[src/rtl/maf_pkg.sv]
// Shared constants for the maf datapath and its writeback buffer.
package maf_pkg;
  localparam int unsigned MAF_LAT = 4;
  localparam int unsigned FP_W    = 32;
  localparam int unsigned ERR_OVF = 0;
  localparam int unsigned ERR_UNF = 1;
endpackage

[src/rtl/maf_res_fifo.sv]
// First-word-fall-through FIFO holding maf results; count separates full from empty.
module maf_res_fifo #(
  parameter int unsigned DEPTH = 8,
  parameter int unsigned W     = 32
) (
  input  logic                     clk,
  input  logic                     rst,
  input  logic                     push_req,
  input  logic                     pop_req,
  input  logic [W-1:0]             wdata,
  output logic [W-1:0]             rdata,
  output logic [$clog2(DEPTH):0]   count,
  output logic                     empty,
  output logic                     push_drop
);
  localparam int unsigned AW = $clog2(DEPTH);
  localparam int unsigned CW = AW + 1;

  logic [W-1:0]  mem_q [DEPTH];
  logic [W-1:0]  mem_d [DEPTH];
  logic [AW-1:0] wr_ptr_q, wr_ptr_d;
  logic [AW-1:0] rd_ptr_q, rd_ptr_d;
  logic [CW-1:0] count_q, count_d;
  logic          full, pop_en, push_en;

  always_comb begin
    full      = (count_q == CW'(DEPTH));
    empty     = (count_q == '0);
    pop_en    = pop_req & ~empty;
    // A pop in the same cycle frees the slot, so a full FIFO still accepts.
    push_en   = push_req & (~full | pop_en);
    push_drop = push_req & ~push_en;

    mem_d    = mem_q;
    wr_ptr_d = wr_ptr_q;
    rd_ptr_d = rd_ptr_q;
    count_d  = count_q;
    if (push_en) begin
      mem_d[wr_ptr_q] = wdata;
      wr_ptr_d        = wr_ptr_q + AW'(1);
    end
    if (pop_en) begin
      rd_ptr_d = rd_ptr_q + AW'(1);
    end
    case ({push_en, pop_en})
      2'b10:   count_d = count_q + CW'(1);
      2'b01:   count_d = count_q - CW'(1);
      default: count_d = count_q;
    endcase
  end

  assign rdata = mem_q[rd_ptr_q];
  assign count = count_q;

  always_ff @(posedge clk or posedge rst) begin
    if (rst) begin
      for (int unsigned i = 0; i < DEPTH; i++) begin
        mem_q[i] <= '0;
      end
      wr_ptr_q <= '0;
      rd_ptr_q <= '0;
      count_q  <= '0;
    end else begin
      mem_q    <= mem_d;
      wr_ptr_q <= wr_ptr_d;
      rd_ptr_q <= rd_ptr_d;
      count_q  <= count_d;
    end
  end
endmodule

[src/rtl/maf_res_buf.sv]
// Writeback buffer after the maf unit: in-flight tracking, post-reset drain, result FIFO.
// Optional result tagging is enabled by defining MAF_RES_BUF_TAG_EN.
module maf_res_buf
  import maf_pkg::*;
#(
  parameter int unsigned DEPTH   = 8,
  parameter int unsigned MAF_LAT = maf_pkg::MAF_LAT,
  parameter int unsigned TAG_W   = 4
) (
  input  logic                   clk,
  input  logic                   rst,
  input  logic                   op_vld,
`ifdef MAF_RES_BUF_TAG_EN
  input  logic [TAG_W-1:0]       op_tag,
  output logic [TAG_W-1:0]       out_tag,
`endif
  output logic                   issue_ok,
  input  logic [31:0]            res,
  input  logic                   res_rdy,
  output logic                   out_vld,
  input  logic                   out_ready,
  output logic [31:0]            out_data,
  output logic [$clog2(DEPTH):0] count,
  output logic [$clog2(DEPTH):0] in_flight,
  output logic [1:0]             err
);
  localparam int unsigned CW = $clog2(DEPTH) + 1;
  localparam int unsigned DW = $clog2(MAF_LAT + 1);
`ifdef MAF_RES_BUF_TAG_EN
  localparam bit TAG_EN = 1'b1;
`else
  localparam bit TAG_EN = 1'b0;
`endif
  localparam int unsigned ENT_W = FP_W + (TAG_EN ? TAG_W : 0);

  logic [DW-1:0]    drain_q, drain_d;
  logic [CW-1:0]    in_flight_q, in_flight_d;
  logic [1:0]       err_q, err_d;
  logic             drain_done, res_acc, fifo_empty, push_drop;
  logic [CW:0]      occupancy;
  logic [ENT_W-1:0] fifo_wdata, fifo_rdata;

  always_comb begin
    drain_done = (drain_q == '0);
    res_acc    = res_rdy & drain_done;
    occupancy  = {1'b0, count} + {1'b0, in_flight_q};
    issue_ok   = drain_done & (occupancy < (CW+1)'(DEPTH));

    drain_d = drain_done ? drain_q : drain_q - DW'(1);

    // Every op_vld is counted, even one issued against issue_ok.
    in_flight_d = in_flight_q;
    case ({op_vld, res_acc && (in_flight_q != '0)})
      2'b10:   in_flight_d = in_flight_q + CW'(1);
      2'b01:   in_flight_d = in_flight_q - CW'(1);
      default: in_flight_d = in_flight_q;
    endcase

    err_d = err_q;
    if (push_drop) begin
      err_d[ERR_OVF] = 1'b1;
    end
    if (res_acc && (in_flight_q == '0)) begin
      err_d[ERR_UNF] = 1'b1;
    end
  end

`ifdef MAF_RES_BUF_TAG_EN
  logic [TAG_W-1:0] tag_sr_q [MAF_LAT];
  logic [TAG_W-1:0] tag_sr_d [MAF_LAT];

  always_comb begin
    tag_sr_d[0] = op_tag;
    for (int unsigned i = 1; i < MAF_LAT; i++) begin
      tag_sr_d[i] = tag_sr_q[i-1];
    end
  end

  always_ff @(posedge clk or posedge rst) begin
    if (rst) begin
      for (int unsigned i = 0; i < MAF_LAT; i++) begin
        tag_sr_q[i] <= '0;
      end
    end else begin
      tag_sr_q <= tag_sr_d;
    end
  end

  assign fifo_wdata = {tag_sr_q[MAF_LAT-1], res};
  assign out_tag    = fifo_rdata[ENT_W-1:FP_W];
`else
  assign fifo_wdata = res;
`endif

  maf_res_fifo #(
    .DEPTH (DEPTH),
    .W     (ENT_W)
  ) u_fifo (
    .clk       (clk),
    .rst       (rst),
    .push_req  (res_acc),
    .pop_req   (out_ready),
    .wdata     (fifo_wdata),
    .rdata     (fifo_rdata),
    .count     (count),
    .empty     (fifo_empty),
    .push_drop (push_drop)
  );

  assign out_vld   = ~fifo_empty;
  assign out_data  = fifo_rdata[FP_W-1:0];
  assign in_flight = in_flight_q;
  assign err       = err_q;

  always_ff @(posedge clk or posedge rst) begin
    if (rst) begin
      drain_q     <= DW'(MAF_LAT);
      in_flight_q <= '0;
      err_q       <= '0;
    end else begin
      drain_q     <= drain_d;
      in_flight_q <= in_flight_d;
      err_q       <= err_d;
    end
  end
endmodule

[config.mk]
export PLATFORM = sky130hd
export DESIGN_NAME = maf_res_buf
export DESIGN_NICKNAME = d
export VERILOG_FILES = /design/src/rtl/maf_pkg.sv /design/src/rtl/maf_res_fifo.sv /design/src/rtl/maf_res_buf.sv
export SDC_FILE = /design/constraint.sdc
export NUM_CORES = 1
export LEC_CHECK = 0
export BUFFER_PORTS_ARGS = -buffer_cell sky130_fd_sc_hd__buf_2
export CORE_MARGIN = 1
export CORE_UTILIZATION = 55
export DETAILED_ROUTE_END_ITERATION = 7
export PLACE_DENSITY = 0.75
export SLEW_MARGIN = 20
export SYNTH_ARGS = -nofsm -noshare
export SYNTH_HDL_FRONTEND = slang
export SYNTH_SLANG_ARGS = --single-unit
export TNS_END_PERCENT = 30
[constraint.sdc]
create_clock -name clk -period 15.7 [get_ports clk]
set_input_delay 0.785 -clock clk [delete_from_list [all_inputs] [get_ports clk]]
set_output_delay 0.785 -clock clk [all_outputs]
set_load 0.05 [all_outputs]
==> results by group, run 1 <==
Setup path
  – Crit-path max FO: 39
  – CP cell instances: buf_4 -> mux4_2 -> mux2_2 -> buf_2
  – Crit path DAT: 3.13 ns
  – CP max stage cell: dfrtp_4
  – Critical Path RT: 14.91 ns
  – Crit path largest cell delay: 0.78 ns
  – Crit. End Element: output port
  – Setup CP Type: flip-flop to output port
  – CP Launch Type: flip-flop

Drt
  – Aggregate routed wire length: 25100 um
  – Drt pass-1 iters: 4
  – Drt wl/cell: 21.9 um
  – DRC Markers: 0
  – Vias: 6869
  – Starting DRC count in detailed routing: 290
  – Detail Route Antenna Nets: 0
  – DR vias/cell: 5.98

Floorplanning
  – Die span in y: 153 um
  – DIE AREA: 23500 sq um
  – Initial Util: 0.559
  – Core ar.: 22600 sq um
  – I/O pin count: 81
  – Die width: 153 um
  – Standard-cell row count: 55

Clocking
  – Num CTS Buffers: 29
  – Worst skew pair latency: 0.53 ns
  – CTS tree: done
  – H-tree levels: 1
  – Setup bufs post-CTS: 0
  – Clk sinks: 275
  – Hold_buf cts: 0
  – Post-cts resize count: 0
  – Worst-path clk slew: 0.06 ns
  – Clock buffer depth: 3
  – Root Buffer: clkbuf_16

Run status
  – Status: complete, no violations

Synthesis
  – Area contributors post-synth: dfrtp_1 54%, mux2_2 24%, mux4_2 11%
  – Register bit count reported by yosys: 275
  – Syn_area_per_cell: 16.4 sq um
  – Post-synthesis sequential area ratio: 0.546
  – Ys async rst share: 1.00
  – Synth cell types: 42
  – Post-synth top area cell: dfrtp_1
  – Top cell type's share of synthesized area: 0.544
  – Synthesis Warnings: 0
  – Post-Syn Instances: 771
  – Top_reg_cell synth: dfrtp_1
  – Syn nets: 822
  – Synthesized cell area: 12600 sq um
  – Post-synth EDFFs: 0

Finish
  – Most common cell after layout, fill and taps aside: mux2_2
  – Fill cells: 1652
  – Nets: 891
  – Fin util: 0.628
  – Most frequent cells in the layout: 273 x mux2_2, 271 x dfrtp_1, 80 x buf_2
  – Fraction of layout cells with a size suffix above 1: 0.568
  – Area growth, synth to finish: 12.3%

Global routing
  – Largest net degree at the start of global routing: 117
  – Initial antenna violation count: 2
  – Gr usage total: 0.224
  – Remaining global-route overflow: 0
  – Vias in the first global route: 7638
  – First-pass GRT wire length: 41400 um

STA
  – TNS Setup: 0 ns
  – Final Cycle Share: 0.249
  – Hold_ws: 0.392 ns
  – F_max: 256 MHz
  – Slew @ Worst Pin: 1.05 ns
  – Max Slew Vio Count: 0
  – Tmin final: 3.91 ns
  – Unrepaired setup endpoints after global routing: false
  – Max-slew headroom: 0.296
  – Final Hold Viols: 0
  – Number of setup violations in the final report: 0
  – Clock skew: 0.00988 ns

Placement
  – Post-DP HPWL: 14900 um
  – GPL Wtd Cong: 0.763
  – Port bufs: 80

Hold path
  – Worst Hold Class: input port to asynchronous set/reset pin

Flow run
  – Number of max-cap violations: 0
==> cell type report <==
type	count	area, sq um	share of cell area
diodes	2	5.00	0.000353
clock buffers	36	802	0.0566
clock inverters	17	211	0.0149
inverters	12	52.6	0.00371
multi-input cells	437	5380	0.380
flip-flops and latches	275	6890	0.487
well taps	285	357	0.0252
repair buffers	85	462	0.0326
==> registers in the layout, summed over array words and instances (netlist names) <==
register and flops:
in_flight 4, u_fifo.wr_ptr_q 3, u_fifo.mem_q 256, err 2, u_fifo.rd_ptr_q 3, u_fifo.count 4, drain_q 3
==> through the flow <==
step / instance area (sq um) / std cells / setup slack [ns]
floorplan: 12600 / 771 / 7.34
global placement: 13100 / 1093 / 12.28
detailed placement: 13100 / 1093 / 12.27
CTS: 14100 / 1146 / 11.69
global route: 14200 / 1149 / 11.59
finish: 14200 / 1149 / 11.79
==> cell usage after synthesis (all sizes together) (2+ instances only) <==
| library cell | instances |
|---|---|
| nor4 | 2 |
| clkbuf | 7 |
| nor2 | 5 |
| o21ai | 4 |
| nand3 | 2 |
| xor2 | 6 |
| xnor2 | 6 |
| and3 | 3 |
| nor2b | 3 |
| nand2b | 3 |
| buf | 40 |
| nor3 | 3 |
| ha | 13 |
| mux2 | 292 |
| dfrtp | 274 |
| o21bai | 2 |
| nand2 | 9 |
| inv | 12 |
| mux4 | 64 |
| a21oi | 5 |
==> worst paths after layout <==
kind                                     from           endpoint  slack, ns  cells past startpoint
min in group clk                       err[0]             err[0]       0.48                      1
max in group asynchronous                 rst  u_fifo.mem_q[109]      13.79                      3
setup reg to reg                   drain_q[0]   u_fifo.mem_q[48]      12.77                      6
setup / recovery           u_fifo.rd_ptr_q[0]       out_data[18]      11.79                      4
hold reg to reg                        err[0]             err[0]       0.48                      1
hold / removal                            rst   u_fifo.mem_q[15]       0.39                      2
==> logic make-up (layout without fill, tap and decap cells) <==
family,count (synthesis),in the layout,synth area share
AOI/OAI and AO/OA,16,16,0.00943
xor gates and xnor gates,12,12,0.00833
adders and majority gates,14,14,0.0145
buffers and inverters,59,150,0.0282
DFF,275,275,0.546
muxes,357,357,0.376
other,0,2,0
and+or+nand+nor,38,38,0.0179
==> critical path, delay by kind of cell, from the launching register on <==
family	cells	cell delay [ns]
buf+inv	2	0.90
flops	1	0.78
mux	2	0.89
==> metal layers <==
metal / wire (um) / global-route usage / vias to the layer above
met4: 550 / 0.0595 / 0
li1: - / - / 3006
met1: 10600 / 0.292 / 3721
met2: 13200 / 0.395 / 100
met5: 0 / 0 / -
met3: 737 / 0.0323 / 42
Power of run 1 is left out: the tool's default activity adds up to more than one toggle a clock period on the data nets, which glitch-free logic cannot reach.
==> inputs of run 2 (changes only) <==
==> constraint.sdc (replaced) <==
create_clock -name clk -period 3.8 [get_ports clk]
set_input_delay 0.19 -clock clk [delete_from_list [all_inputs] [get_ports clk]]
set_output_delay 0.19 -clock clk [all_outputs]
set_load 0.05 [all_outputs]
==> results by group, run 2 (synthesis results as in run 1) <==
Run status
  – Status: complete, no violations

STA
  – Tmin final: 2.94 ns
  – Max-slew headroom: 0.263
  – TNS Setup: 0 ns
  – Final Hold Viols: 0
  – Unrepaired setup endpoints after global routing: false
  – Number of setup violations in the final report: 0
  – Final Cycle Share: 0.774
  – Max Slew Vio Count: 0
  – Slew @ Worst Pin: 1.10 ns
  – Clock skew: 0.00953 ns
  – F_max: 340 MHz
  – Final WS setup: 0.859 ns

Setup path
  – WP depth: 4
  – Crit-path max FO: 46
  – Critical Path RT: 3.61 ns
  – Setup CP Type: flip-flop to output port
  – CP Launch Type: flip-flop
  – Crit path largest cell delay: 0.71 ns
  – Worst-case reg-to-reg path depth: 6
  – Crit path buffers/inverters: 2
  – CP max stage cell: dfrtp_4
  – Crit path DAT: 2.75 ns
  – Crit. End Element: output port
  – CP cell instances: buf_12 -> mux4_2 -> mux2_2 -> buf_2
  – CP top delay family: multiplexers

Clocking
  – CTS tree: done
  – Clock buffer depth: 3
  – Worst-path clk slew: 0.06 ns
  – Num CTS Buffers: 29
  – Clk sinks: 275
  – Root Buffer: clkbuf_16
  – Worst skew pair latency: 0.54 ns
  – H-tree levels: 1

Finish
  – Fraction of layout cells with a size suffix above 1: 0.548
  – Reg area: 6890 sq um
  – Largest Register: u_fifo.mem_q
  – Most common cell after layout, fill and taps aside: mux2_2
  – Antenna diodes: 0
  – Nets: 924
  – Most frequent cells in the layout: 273 x mux2_2, 271 x dfrtp_1, 80 x buf_2
  – Area growth, synth to finish: 14.7%
  – Max FFs per register: 256
  – Fill cells: 1599
  – Area taken by multi-input logic gates: 5380 sq um

Global routing
  – First-pass GRT wire length: 42200 um
  – Largest net degree at the start of global routing: 97
  – Remaining global-route overflow: 0
  – Gr usage total: 0.228
  – Initial antenna violation count: 0
  – Vias in the first global route: 7861

Flow run
  – Number of max-cap violations: 0

Floorplanning
  – Die span in y: 153 um
  – Die width: 153 um
  – DIE AREA: 23500 sq um
  – Initial Util: 0.559
  – Standard-cell row count: 55
  – Core ar.: 22600 sq um
  – I/O pin count: 81

Drt
  – DRC Markers: 0
  – Starting DRC count in detailed routing: 334
  – DR vias/cell: 5.90
  – Detail Route Antenna Nets: 0
  – Drt pass-1 iters: 4
  – Drt wl/cell: 21.5 um
  – Aggregate routed wire length: 25300 um
  – Vias: 6954

Placement
  – Post-Place Setup Slack: 1.09 ns
  – Post-DP HPWL: 15100 um
  – Port bufs: 80
  – GPL Wtd Cong: 0.745

Hold path
  – Worst Hold Class: input port to flip-flop
  – Hold depth: 2
## run 2: cell type report
type	instances	area share
clock inverter	8	0.00623
multi-input combinational	437	0.372
tap	285	0.0247
timing repair buffer	118	0.0561
clock buffer	43	0.0607
inverter	12	0.00337
sequential	275	0.477
## run 2: per-stage QoR
stage               instance area (sq um)  hold slack, ns  instances   util
floorplan                           12600           0.322        771      -
global placement                    13200           0.267       1097  0.584
detailed placement                  13200           0.288       1097  0.584
CTS                                 14500         0.00343       1178  0.641
global route                        14500          0.0310       1178  0.641
finish                              14500          0.0222       1178  0.641
## run 2: path summary, 6_finish.rpt
path                                    start                 to  slack, ns
max                        u_fifo.rd_ptr_q[0]       out_data[26]       0.86
min                                   res[14]   u_fifo.mem_q[46]       0.02
max reg2reg                        drain_q[0]  u_fifo.mem_q[159]       1.08
min reg2reg                            err[1]             err[1]       0.49
max in group asynchronous                 rst  u_fifo.mem_q[128]       2.61
min in group asynchronous                 rst  u_fifo.mem_q[236]       0.26
## run 2: per-layer routing
metal / wire length, um / GRT usage / up-vias / share of wire
met5: 0 / 0 / - / 0
met4: 417 / 0.0529 / 0 / 0.016
met3: 656 / 0.0247 / 31 / 0.026
met2: 13000 / 0.391 / 94 / 0.51
met1: 11300 / 0.317 / 3763 / 0.45
li1: - / - / 3066 / -
## run 2: what timing repair did
| action | 4_1_cts | 5_1_grt |
|---|---|---|
| resized for setup | 0 | 0 |
| hold buffers | 30 | 0 |
| hold endpoints to repair | 207 | 0 |
| setup buffers | 0 | 0 |
Power of run 2 is left out for the same reason.
==> inputs of run 3 (changes only) <==
--- a/config.mk
+++ b/config.mk
@@ -9,7 +9,7 @@
 export CORE_MARGIN = 1
 export CORE_UTILIZATION = 55
 export DETAILED_ROUTE_END_ITERATION = 7
-export PLACE_DENSITY = 0.75
+export PLACE_DENSITY = 0.78
 export SLEW_MARGIN = 20
 export SYNTH_ARGS = -nofsm -noshare
 export SYNTH_HDL_FRONTEND = slang
==> constraint.sdc (replaced) <==
create_clock -name clk -period 2.6 [get_ports clk]
set_input_delay 0.13 -clock clk [delete_from_list [all_inputs] [get_ports clk]]
set_output_delay 0.13 -clock clk [all_outputs]
set_load 0.05 [all_outputs]
==> results by group, run 3 (synthesis results as in run 1) <==
Run status
  – Status: finished with violations
  – Failing checks: DRC

Clocking
  – CTS tree: done
  – Clk sinks: 275
  – Worst-path clk slew: 0.06 ns
  – H-tree levels: 1
  – Clock buffer depth: 3
  – Num CTS Buffers: 29
  – Root Buffer: clkbuf_16
  – Worst skew pair latency: 0.54 ns

Hold path
  – Hold EP: in_flight[0]
  – Hold depth: 4
  – Min-delay src: op_vld
  – Worst Hold Class: input port to flip-flop

STA
  – Final Hold Viols: 0
  – Tmin final: 2.51 ns
  – Max Slew Vio Count: 0
  – Unrepaired setup endpoints after global routing: true
  – Final WS setup: 0.0937 ns
  – F_max: 399 MHz
  – Hold_ws: 0.142 ns
  – Slew @ Worst Pin: 0.511 ns
  – Clock skew: 0.0140 ns
  – Max-slew headroom: 0.659
  – Number of setup violations in the final report: 0
  – Final Cycle Share: 0.964

Setup path
  – Worst reg2reg startpoint: drain_q[1]
  – Crit path DAT: 2.92 ns
  – Worst-case reg-to-reg path depth: 8
  – R2r setup slk: 0.09 ns
  – CP Launch Type: flip-flop
  – Setup CP Type: flip-flop to flip-flop
  – Critical Path RT: 3.02 ns
  – Crit-path max FO: 12
  – Crit. End Element: flip-flop
  – Reg2Reg Capture Point: u_fifo.mem_q[57]

Drt
  – Drt wl/cell: 21.6 um
  – Drt pass-1 iters: 8
  – Aggregate routed wire length: 26100 um
  – Vias: 7117
  – Detail Route Antenna Nets: 0
  – DR vias/cell: 5.87
  – DRC Markers: 2
  – Starting DRC count in detailed routing: 305

Finish
  – Most common cell after layout, fill and taps aside: mux2_2
  – Area taken by multi-input logic gates: 5400 sq um
  – Fraction of layout cells with a size suffix above 1: 0.563
  – Antenna diodes: 0
  – Fill cells: 1575
  – Most frequent cells in the layout: 273 x mux2_2, 271 x dfrtp_1, 80 x buf_2
  – Nets: 957
  – Non-filler instance count after layout: 1212
  – Largest Register: u_fifo.mem_q
  – Area growth, synth to finish: 17.7%
  – Fin util: 0.658
  – Reg area: 6890 sq um
  – Max FFs per register: 256

Placement
  – Post-DP HPWL: 16500 um
  – Dpl cells: 1120
  – Post-Place Setup Slack: 0.0130 ns
  – Port bufs: 80
  – GPL Wtd Cong: 0.749

Power and ir drop
  – Total power: 22.3 mW
  – VDD IR max: 883 uV
  – Power density cells: 1500 nW/um^2
  – LEAKAGE: 6.41 nW

Floorplanning
  – Initial Util: 0.559
  – Core ar.: 22600 sq um
  – DIE AREA: 23500 sq um
  – I/O pin count: 81
  – Standard-cell row count: 55
  – Die span in y: 153 um
  – Die width: 153 um

Global routing
  – Remaining global-route overflow: 0
  – Largest net degree at the start of global routing: 74
  – Gr usage total: 0.234
  – Initial antenna violation count: 0
  – Vias in the first global route: 7968
  – First-pass GRT wire length: 43000 um

Flow run
  – Number of max-cap violations: 0
-- run 3: cell types whose count changed in the layout (fill, tap and decap cells not counted), sizes merged --
cell,before,now
dlygate4sd3,30,34
bufinv,2,0
clkbuf,43,45
clkinvlp,1,2
inv,11,13
buf,88,117
clkinv,6,4
-- run 3: per-stage QoR --
| stage | instance area (sq um) | TNS (ns) |
|---|---|---|
| floorplan | 12600 | -320.11 |
| global placement | 13500 | 0 |
| detailed placement | 13500 | 0 |
| CTS | 14800 | 0 |
| global route | 14800 | -0.0354 |
| finish | 14800 | 0 |
-- run 3: power by group --
part / total, mW / internal, mW / switching [mW]
clock: 3.96 / 2.33 / 1.63
combinational: 10.6 / 5.04 / 5.51
sequential: 7.77 / 6.46 / 1.31
total: 22.3 / 13.8 / 8.46
-- run 3: how the worst max path moves through the flow --
| stage | from | endpoint |
|---|---|---|
| 2_1_floorplan | rst | drain_q[0] |
| 3_3_place_gp | drain_q[0] | u_fifo.count[3] |
| 3_5_place_dp | drain_q[0] | u_fifo.count[3] |
| 4_1_cts | drain_q[0] | u_fifo.count[3] |
| 5_1_grt | drain_q[1] | u_fifo.mem_q[57] |
| 6_report | drain_q[1] | u_fifo.mem_q[57] |
-- run 3: routing by layer --
| layer | GRT usage | wire length (um) | vias to the layer above | part of all wire |
|---|---|---|---|---|
| li1 | - | - | 3143 | - |
| met1 | 0.302 | 11000 | 3792 | 0.42 |
| met2 | 0.415 | 13500 | 146 | 0.52 |
| met3 | 0.0329 | 1060 | 36 | 0.040 |
| met4 | 0.0595 | 485 | 0 | 0.019 |
| met5 | 0 | 0 | - | 0 |
-- run 3: repair_timing --
item                                   in CTS  in global routing
buffers inserted                            4                  2
gates resized for setup                     0                  6
pin swaps                                   0                  3
setup endpoints to repair                  26                  3
hold buffers                               34                  0
endpoints found under the hold margin     273                  0
-- run 3: final cells by class --
type / instances / share of cell area
multi-input cells: 437 / 0.364
repair buffers: 151 / 0.0821
clock buffers: 45 / 0.0597
clock inverters: 7 / 0.00303
inverters: 12 / 0.00329
flip-flops and latches: 275 / 0.464
well taps: 285 / 0.0240
-- run 3: critical path, cell delays in order, from the launching register on --
cell	delay (ns)
dfrtp_1	0.40
inv_1	0.09
ha_2	0.19
nand3b_1	0.20
buf_4	0.21
a211oi_2	0.38
and3_2	0.30
buf_4	0.25
mux2_2	0.36
No activity file was read; power rests on OpenSTA's default activity.
